[config.mk]
export PLATFORM = sky130hd
export DESIGN_NAME = ram_bank
export DESIGN_NICKNAME = d
export VERILOG_FILES = /design/src/rtl/ram_bank.sv
export SDC_FILE = /design/constraint.sdc
export NUM_CORES = 1
export LEC_CHECK = 0
export ABC_CLOCK_PERIOD_IN_PS = 2000
export BUFFER_PORTS_ARGS = -buffer_cell sky130_fd_sc_hd__buf_2
export CELL_PAD_IN_SITES_DETAIL_PLACEMENT = 0
export CELL_PAD_IN_SITES_GLOBAL_PLACEMENT = 1
export CORE_MARGIN = 10
export CORE_UTILIZATION = 35
export DETAILED_ROUTE_END_ITERATION = 10
export PLACE_DENSITY = 0.62
export SKIP_CTS_REPAIR_TIMING = 1
export SYNTH_ARGS = -nofsm -noshare
export SYNTH_HDL_FRONTEND = slang
export SYNTH_SLANG_ARGS = --single-unit
[constraint.sdc]
create_clock -name clk -period 2 [get_ports clk]
set_input_delay 0.4 -clock clk [delete_from_list [all_inputs] [get_ports clk]]
set_output_delay 0.4 -clock clk [all_outputs]
set_load 0.05 [all_outputs]
[src/rtl/ram_bank.sv]
// ram_bank: DEPTH x WIDTH register array with req/ack access, registered read port
// and a sequenced word-by-word bulk clear.
module ram_bank #(
  parameter  int WIDTH = 16,
  parameter  int DEPTH = 4,
  localparam int AW    = $clog2(DEPTH)
) (
  input  logic             clk,
  input  logic             reset,
  input  logic             req,
  input  logic             rw,
  input  logic [AW-1:0]    addr,
  input  logic [WIDTH-1:0] din,
  input  logic             clr_all,
  output logic [WIDTH-1:0] dout,
  output logic             ack,
  output logic             err,
  output logic             busy
);
  typedef enum logic {IDLE, CLEAR} state_t;
  // one extra bit so a power-of-two DEPTH still compares cleanly
  localparam logic [AW:0]   DEPTH_W = (AW+1)'(DEPTH);
  localparam logic [AW-1:0] LAST    = AW'(DEPTH - 1);
  state_t           state_q, state_d;
  logic [AW-1:0]    ptr_q, ptr_d;
  logic [WIDTH-1:0] dout_q, dout_d;
  logic             ack_q, ack_d, err_q, err_d;
  logic [WIDTH-1:0] mem_q [DEPTH];
  logic             we, in_range, last;
  logic [AW-1:0]    wa;
  logic [WIDTH-1:0] wd;
  assign in_range = {1'b0, addr} < DEPTH_W;
  assign last     = ptr_q == LAST;
  always_comb begin
    state_d = state_q;
    ptr_d   = ptr_q;
    dout_d  = dout_q;
    ack_d   = 1'b0;
    err_d   = 1'b0;
    we      = 1'b0;
    wa      = addr;
    wd      = din;
    if (state_q == CLEAR) begin
      we      = 1'b1;
      wa      = ptr_q;
      wd      = '0;
      ptr_d   = last ? '0 : ptr_q + 1'b1;
      state_d = last ? IDLE : CLEAR;
    end else if (clr_all) begin
      state_d = CLEAR;
      ptr_d   = '0;
    end else if (req) begin
      ack_d  = 1'b1;
      err_d  = !in_range;
      we     = rw && in_range;
      dout_d = rw ? dout_q : (in_range ? mem_q[addr] : '0);
    end
  end
  always_ff @(posedge clk or negedge reset) begin
    if (!reset) begin
      state_q <= IDLE;
      ptr_q   <= '0;
      dout_q  <= '0;
      ack_q   <= 1'b0;
      err_q   <= 1'b0;
      for (int i = 0; i < DEPTH; i++) mem_q[i] <= '0;
    end else begin
      state_q <= state_d;
      ptr_q   <= ptr_d;
      dout_q  <= dout_d;
      ack_q   <= ack_d;
      err_q   <= err_d;
      if (we) mem_q[wa] <= wd;
    end
  end
  assign dout = dout_q;
  assign ack  = ack_q;
  assign err  = err_q;
  assign busy = state_q == CLEAR;
endmodule

==> flow_summary.json, run 1 <==
{
  "worstPathMaxFanout": 11,
  "initial_core_util": 0.358,
  "yosysSeqAreaShare": 0.568,
  "synth_edf_count": 0,
  "dp_hpwl_um": 6150,
  "start_kind": "flip-flop",
  "period_share": 0.849,
  "diodes": 0,
  "cts_buffers": 9,
  "gp_congestion": 0.763,
  "syn_nets": 296,
  "peakVddDrop_mv": 0.433,
  "cts_tree": "built",
  "synth.ff_latch_count": 84,
  "cts.sinks": 84,
  "synth_async_sr_flop_share": 1.00,
  "total_power_mw": 4.60,
  "layout-drive-gt1-share": 0.342,
  "detail_route.wl_per_cell_um": 19.4,
  "nets": 352,
  "hold_viol": 0,
  "crit_chain": "nand3b_1 > a21boi_1 > a22o_1",
  "htreeDepth": 3,
  "slew_headroom": 0.337,
  "design.core.area_mm2": 0.0103,
  "cts-root-buf": "clkbuf_8",
  "tightestPinTransition_ns": 0.992,
  "drv_slew": 0,
  "die_area_mm2": 0.0151,
  "synth_ff_type": "dfrtp_1",
  "drc_errors": 0,
  "path_clk_slew_ns": 0.09,
  "finalInstanceArea_mm2": 0.00439,
  "p_per_area_mw_per_mm2": 1050,
  "io_pins": 42,
  "avgSynthCellArea_um2": 13.6,
  "fmax_ghz": 0.589,
  "status": "completed",
  "grt_max_degree": 44,
  "drt_iter0_markers": 157,
  "clock_latency_ns": 0.36,
  "hp-class": "in2reg",
  "num_vias": 2417,
  "drv_cap": 0,
  "vias_per_cell": 5.15,
  "synthToLayoutAreaGrowth_pct": 18.8,
  "grt_pass1_wl_um": 14800,
  "power_leakage_nw": 2.20,
  "io_buffers": 40,
  "end_kind": "flip-flop",
  "cp.required_ns": 2.29,
  "ys.warnings.count": 0,
  "fp.dieW_um": 123,
  "critPathMaxStageDelay_ns": 0.81,
  "fin_setup_tns_ns": 0,
  "synth_cell_type_count": 29,
  "path_class": "reg2reg",
  "crit_buf_inv": 0,
  "rows": 37,
  "syn_inst": 272,
  "arrival_ns": 1.98,
  "setup_viol": 0,
  "slowest_stage": "a21boi_1",
  "rsz0062_at_grt": "false",
  "fin_skew_ns": 0.0138,
  "antenna_found_initial": 0,
  "cp_top_family": "compound AO/OA/AOI/OAI gates",
  "place_area_mm2": 0.00418,
  "netlist_area_mm2": 0.00370,
  "dr.pass1.iters": 4,
  "period_needed_ns": 1.70,
  "die_y_um": 123,
  "grt_pass1_vias": 2655,
  "wl_um": 9120,
  "detail-route-antenna-nets": 0,
  "grt_use_total": 0.128,
  "clockBufferDepth": 2,
  "grt-ovfl-total": 0
}
==> worst min-delay path, stage by stage <==
cell     delay, ns
buf_2         0.09
nand3_1       0.05
o21ai_0       0.07
==> cell usage after synthesis (3+ instances only) <==
| library cell | instances | area share |
|---|---|---|
| a22o_1 | 45 | 0.11 |
| buf_2 | 10 | 0.014 |
| clkbuf_1 | 4 | 0.0041 |
| dfrtp_1 | 84 | 0.57 |
| inv_1 | 7 | 0.0071 |
| mux2_2 | 17 | 0.052 |
| mux2i_1 | 15 | 0.041 |
| mux4_2 | 16 | 0.097 |
| nand2_1 | 23 | 0.023 |
| nand3_1 | 6 | 0.0081 |
| nand3b_1 | 3 | 0.0061 |
| nor2_1 | 3 | 0.0030 |
| nor2b_1 | 12 | 0.020 |
| nor3_1 | 4 | 0.0054 |
| o21ai_0 | 5 | 0.0068 |
==> stage by stage <==
stage | hold WS, ns | setup slack [ns] | cells | utilization
finish | 0.281 | 0.302 | 469 | 0.426
global route | 0.293 | 0.138 | 469 | 0.426
CTS | -0.0505 | 0.293 | 468 | 0.425
detailed placement | 0.344 | 0.153 | 452 | 0.405
global placement | 0.345 | 0.204 | 452 | 0.405
floorplan | 0.104 | 0.192 | 272 | -
==> kinds of logic after synthesis <==
group	Yosys count	synth area share
adder cells (fa/ha/maj)	1	0.00338
AO/OA/AOI/OAI	55	0.123
other	1	0.00101
flip-flops	84	0.568
buffers and inverters	26	0.0338
AND/OR/NAND/NOR	57	0.0809
multiplexers	48	0.190
==> final cells by class <==
| class | instances | area (um^2) |
|---|---|---|
| multi-input cells | 162 | 1470 |
| fillers | 962 | 5930 |
| clock inverters | 7 | 76.3 |
| well taps | 136 | 170 |
| clock buffers | 9 | 124 |
| inverters | 7 | 26.3 |
| flip-flops and latches | 84 | 2100 |
| repair buffers | 64 | 423 |
==> sequential cells by signal (all words and copies together), names as in the netlist <==
| register | cells |
|---|---|
| ptr_q | 2 |
| mem_q | 64 |
| ack | 1 |
| busy | 1 |
| dout | 16 |
==> metal layers <==
metal / up-vias / track usage / share of wire
met3: 9 / 0.0312 / 0.035
met2: 42 / 0.203 / 0.47
met1: 1251 / 0.170 / 0.48
li1: 1115 / - / -
met4: 0 / 0.0368 / 0.012
met5: - / 0 / 0
==> path summary, 6_finish.rpt <==
| check | cells past startpoint | start | end | slack [ns] |
|---|---|---|---|---|
| max | 3 | ptr_q[0] | mem_q[22] | 0.30 |
| min in group asynchronous | 2 | reset | dout[10] | 0.49 |
| min reg2reg | 1 | mem_q[2] | mem_q[2] | 0.50 |
| min | 3 | din[15] | mem_q[15] | 0.28 |
| max reg2reg | 3 | ptr_q[0] | mem_q[22] | 0.30 |
| max in group asynchronous | 3 | reset | mem_q[11] | 0.95 |
==> power by group <==
part	internal (mW)	switching [mW]
Clock	0.584	0.662
Sequential	1.91	0.132
Combinational	0.470	0.848
==> placed cells by master (no fill, tap or decap) <==
master	netlist	layout
o21ai_0	5	5
and2_1	1	1
dfrtp_1	84	84
a21boi_1	2	2
nor2_1	3	3
clkinv_2	0	1
bufinv_16	0	1
nor3_1	4	4
or3b_1	1	1
nand3_1	6	6
nand2_1	23	23
and4b_1	1	1
clkinv_4	0	2
ha_1	1	1
buf_2	10	39
inv_6	0	1
a21oi_1	1	1
nor3_2	1	1
buf_12	0	3
mux2_2	17	17
nand3b_1	3	3
mux2i_1	15	15
a21boi_0	2	2
clkinvlp_4	0	2
clkbuf_8	0	9
nand2b_1	1	1
a22o_1	45	45
dlygate4sd3_1	0	1
buf_4	2	21
conb_1	1	1
nor2b_1	12	12
mux4_2	16	16
and4bb_2	1	1
inv_1	7	7
Power figures use the tool's default switching activity.
==> run 2: changes to the inputs <==
--- a/config.mk
+++ b/config.mk
@@ -5,14 +5,14 @@
 export SDC_FILE = /design/constraint.sdc
 export NUM_CORES = 1
 export LEC_CHECK = 0
-export ABC_CLOCK_PERIOD_IN_PS = 2000
+export ABC_CLOCK_PERIOD_IN_PS = 1450
 export BUFFER_PORTS_ARGS = -buffer_cell sky130_fd_sc_hd__buf_2
 export CELL_PAD_IN_SITES_DETAIL_PLACEMENT = 0
 export CELL_PAD_IN_SITES_GLOBAL_PLACEMENT = 1
 export CORE_MARGIN = 10
 export CORE_UTILIZATION = 35
 export DETAILED_ROUTE_END_ITERATION = 10
-export PLACE_DENSITY = 0.62
+export PLACE_DENSITY = 0.64
 export SKIP_CTS_REPAIR_TIMING = 1
 export SYNTH_ARGS = -nofsm -noshare
 export SYNTH_HDL_FRONTEND = slang
==> constraint.sdc (replaced) <==
create_clock -name clk -period 1.45 [get_ports clk]
set_input_delay 0.29 -clock clk [delete_from_list [all_inputs] [get_ports clk]]
set_output_delay 0.29 -clock clk [all_outputs]
set_load 0.05 [all_outputs]
==> flow_summary.json, run 2 (synthesis gave the netlist of run 1 again) <==
{
  "r2r_cells": 4,
  "regMostFlops": "mem_q",
  "fin_cells": 485,
  "grt-ovfl-total": 0,
  "nets": 368,
  "hold_viol": 0,
  "min_from": "din[9]",
  "antenna_found_initial": 0,
  "initial_core_util": 0.358,
  "cts.sinks": 84,
  "gp_congestion": 0.790,
  "cp.required_ns": 1.70,
  "grt_max_degree": 38,
  "path_class": "reg2reg",
  "fin_skew_ns": 0.0142,
  "drv_cap": 0,
  "clock_latency_ns": 0.37,
  "swShare": 0.345,
  "p_per_area_mw_per_mm2": 1450,
  "path_clk_slew_ns": 0.09,
  "p_sw_mw": 2.30,
  "detail_route.wl_per_cell_um": 19.6,
  "violations": "setup timing",
  "dr.pass1.iters": 5,
  "hold_path_end": "mem_q[9]",
  "start_kind": "flip-flop",
  "num_vias": 2516,
  "drv_slew": 0,
  "crit_buf_inv": 2,
  "hp-class": "in2reg",
  "critPathMaxStageDelay_ns": 0.44,
  "rsz0062_at_grt": "true",
  "place_area_mm2": 0.00433,
  "die_area_mm2": 0.0151,
  "cp.depth": 4,
  "r2r_end": "dout[15]",
  "finalInstanceArea_mm2": 0.00461,
  "drt_iter0_markers": 180,
  "dp_cells": 467,
  "grt_pass1_wl_um": 15200,
  "setup_viol": 17,
  "pwr-share-comb": 0.326,
  "clockBufferDepth": 2,
  "largest_reg_flops": 64,
  "layout-drive-gt1-share": 0.384,
  "diodes": 0,
  "dp_hpwl_um": 6620,
  "period_share": 1.05,
  "period_needed_ns": 1.53,
  "fmax_ghz": 0.656,
  "layout_commonest_cell": "dfrtp_1",
  "design.core.area_mm2": 0.0103,
  "setup_ws_ns": -0.0751,
  "most-common-layout-cells": "dfrtp_1, a22o_1, buf_2",
  "rows": 37,
  "r2r_slack_ns": -0.08,
  "worstPathMaxFanout": 5,
  "fin_util": 0.447,
  "slowest_stage": "dfrtp_2",
  "die_y_um": 123,
  "grt_use_total": 0.133,
  "min_path_cells": 3,
  "io_pins": 42,
  "crit_chain": "buf_6 > nor3_4 > buf_4 > mux2_2",
  "htreeDepth": 3,
  "synthToLayoutAreaGrowth_pct": 24.7,
  "cts_buffers": 9,
  "power_leakage_nw": 2.32,
  "io_buffers": 40,
  "p_int_mw": 4.37,
  "end_kind": "flip-flop",
  "detail-route-antenna-nets": 0,
  "pwr-share-clk": 0.256,
  "cts-root-buf": "clkbuf_8",
  "status": "finished, violations left",
  "arrival_ns": 1.77,
  "seq_power_share": 0.418,
  "total_power_mw": 6.67,
  "vias_per_cell": 5.19,
  "fp.dieW_um": 123,
  "dp_slack_ns": -0.0987,
  "grt_pass1_vias": 2771,
  "cts_tree": "built",
  "wl_um": 9510,
  "r2r_start": "busy",
  "drc_errors": 0,
  "peakVddDrop_mv": 0.633,
  "cp_top_family": "flip-flops"
}
## run 2: worst max path at each step
stage	endpoint	startpoint	slack, ns
CTS	busy	busy	-0.15
detailed placement	dout[9]	busy	-0.1
global route	dout[15]	busy	-0.12
floorplan	mem_q[49]	busy	-0.20
finish	dout[15]	busy	-0.08
global placement	dout[12]	busy	-0.06
## run 2: final cells by class
type | count | area, um^2
clock buffers | 12 | 145
clock inverters | 4 | 48.8
fillers | 928 | 5710
inverters | 7 | 26.3
multi-input cells | 162 | 1530
flip-flops and latches | 84 | 2100
well taps | 136 | 170
repair buffers | 80 | 586
## run 2: tightest hold or removal path, cell delays in order
cell and delay, ns:
buf_2 0.09, nand3_1 0.05, o21ai_0 0.06
## run 2: layer usage
layer	global-route usage	routed length (um)	vias up
met1	0.170	4310	1296
met5	0	0	-
met2	0.207	4540	55
li1	-	-	1150
met4	0.0744	228	0
met3	0.0239	420	15
## run 2: through the flow
stage / setup TNS [ns] / hold slack (ns)
after CTS: -1.96 / -0.193
after global placement: -1.10 / 0.203
after floorplan: -7.37 / -0.00559
after global routing: -2.89 / 0.178
after detailed placement: -1.71 / 0.207
final: -0.788 / 0.178
## run 2: power groups by stage
stage	Sequential [mW]	Clock, mW	Combinational, mW
after floorplan	3.15	0	0.900
after CTS	2.78	1.74	2.11
final	2.79	1.71	2.17
after global routing	2.83	1.82	2.33
after detailed placement	2.83	0	2.10
after global placement	2.82	0	2.07
==> run 3: changes to the inputs <==
--- a/config.mk
+++ b/config.mk
@@ -5,14 +5,15 @@
 export SDC_FILE = /design/constraint.sdc
 export NUM_CORES = 1
 export LEC_CHECK = 0
-export ABC_CLOCK_PERIOD_IN_PS = 1450
+export ABC_CLOCK_PERIOD_IN_PS = 1730
 export BUFFER_PORTS_ARGS = -buffer_cell sky130_fd_sc_hd__buf_2
 export CELL_PAD_IN_SITES_DETAIL_PLACEMENT = 0
 export CELL_PAD_IN_SITES_GLOBAL_PLACEMENT = 1
 export CORE_MARGIN = 10
 export CORE_UTILIZATION = 35
 export DETAILED_ROUTE_END_ITERATION = 10
-export PLACE_DENSITY = 0.64
+export PLACE_DENSITY = 0.62
+export RECOVER_POWER = 50
 export SKIP_CTS_REPAIR_TIMING = 1
 export SYNTH_ARGS = -nofsm -noshare
 export SYNTH_HDL_FRONTEND = slang
==> constraint.sdc (replaced) <==
create_clock -name clk -period 1.73 [get_ports clk]
set_input_delay 0.346 -clock clk [delete_from_list [all_inputs] [get_ports clk]]
set_output_delay 0.346 -clock clk [all_outputs]
set_load 0.05 [all_outputs]
==> flow_summary.json, run 3 (synthesis gave the netlist of run 1 again) <==
{
  "path_class": "reg2out",
  "grt_pass1_vias": 2720,
  "nets": 360,
  "regMostFlops": "mem_q",
  "layout-drive-gt1-share": 0.346,
  "worstPathMaxFanout": 9,
  "vias_per_cell": 5.18,
  "drv_cap": 0,
  "rows": 37,
  "power_leakage_nw": 2.23,
  "drc_errors": 0,
  "fp.dieW_um": 123,
  "place_area_mm2": 0.00424,
  "grt_pass1_wl_um": 15100,
  "hp-class": "in2reg",
  "slew_headroom": 0.459,
  "dr.pass1.iters": 4,
  "whs_ns": 0.235,
  "synthToLayoutAreaGrowth_pct": 21.0,
  "initial_core_util": 0.358,
  "period_needed_ns": 1.62,
  "num_vias": 2473,
  "antenna_found_initial": 0,
  "largest_reg_flops": 64,
  "layout_commonest_cell": "dfrtp_1",
  "dp_hpwl_um": 6320,
  "setup_viol": 0,
  "start_kind": "flip-flop",
  "die_area_mm2": 0.0151,
  "detail_route.wl_per_cell_um": 18.9,
  "clockBufferDepth": 2,
  "drt_iter0_markers": 133,
  "cts.sinks": 84,
  "arrival_ns": 1.27,
  "cts-root-buf": "clkbuf_8",
  "diodes": 0,
  "hold_viol": 0,
  "peakVddDrop_mv": 0.639,
  "htreeDepth": 3,
  "most-common-layout-cells": "dfrtp_1, a22o_1, buf_2",
  "cp.required_ns": 1.38,
  "period_share": 0.935,
  "clock_latency_ns": 0.34,
  "drv_slew": 0,
  "gp_congestion": 0.731,
  "cts_tree": "built",
  "grt_max_degree": 34,
  "tightestPinTransition_ns": 0.812,
  "die_y_um": 123,
  "finalInstanceArea_mm2": 0.00448,
  "cts_buffers": 9,
  "io_pins": 42,
  "end_kind": "output port",
  "fmax_ghz": 0.618,
  "grt-ovfl-total": 0,
  "p_per_area_mw_per_mm2": 1240,
  "rsz0062_at_grt": "false",
  "fin_setup_tns_ns": 0,
  "wl_um": 9020,
  "io_buffers": 40,
  "grt_use_total": 0.128,
  "fin_skew_ns": 0.0107,
  "design.core.area_mm2": 0.0103,
  "status": "completed",
  "fin_util": 0.434,
  "detail-route-antenna-nets": 0,
  "path_clk_slew_ns": 0.09
}
-- run 3: changes by cell type in the layout (fill, tap and decap cells not counted), sizes merged --
cell      before  now
buf           79   63
bufinv         1    2
clkbuf        12   19
clkinv         2    1
clkinvlp       0    2
inv            8    7
-- run 3: layout make-up --
type                            count  area [um^2]
Timing Repair Buffer               72          469
Inverter                            7         26.3
Multi-Input combinational cell    162         1470
Fill cell                         984         5850
Tap cell                          136          170
Sequential cell                    84         2100
Clock inverter                      5         83.8
Clock buffer                       11          151
-- run 3: worst paths after layout --
check,from,slack [ns],cells past startpoint,endpoint
max,busy,0.11,2,busy
min,din[12],0.23,3,mem_q[12]
max reg2reg,busy,0.15,4,mem_q[50]
min reg2reg,mem_q[16],0.50,1,mem_q[16]
max in group asynchronous,reset,0.30,3,dout[1]
min in group asynchronous,reset,0.61,2,mem_q[56]
-- run 3: metal layers --
layer | track usage | vias up | wire length, um
met5 | 0 | - | 0
met3 | 0.0349 | 7 | 432
met4 | 0.0309 | 0 | 58
met2 | 0.197 | 61 | 4210
met1 | 0.175 | 1267 | 4330
li1 | - | 1138 | -
-- run 3: stage by stage --
stage,std cells,setup slack [ns],power [mW]
2_1_floorplan,272,0.0760,3.38
3_3_place_gp,460,0.0869,3.99
3_5_place_dp,460,0.0740,4.00
4_1_cts,476,0.0934,5.62
5_1_grt,477,0.0273,5.86
6_report,477,0.112,5.54
-- run 3: where the power goes --
part	switching (mW)	internal [mW]
sequential	0.175	2.20
clock	0.717	0.895
combinational	0.967	0.586
-- run 3: critical path: stages, from the launching register on --
cell     delay [ns]
dfrtp_2        0.48
buf_4          0.18
buf_2          0.27
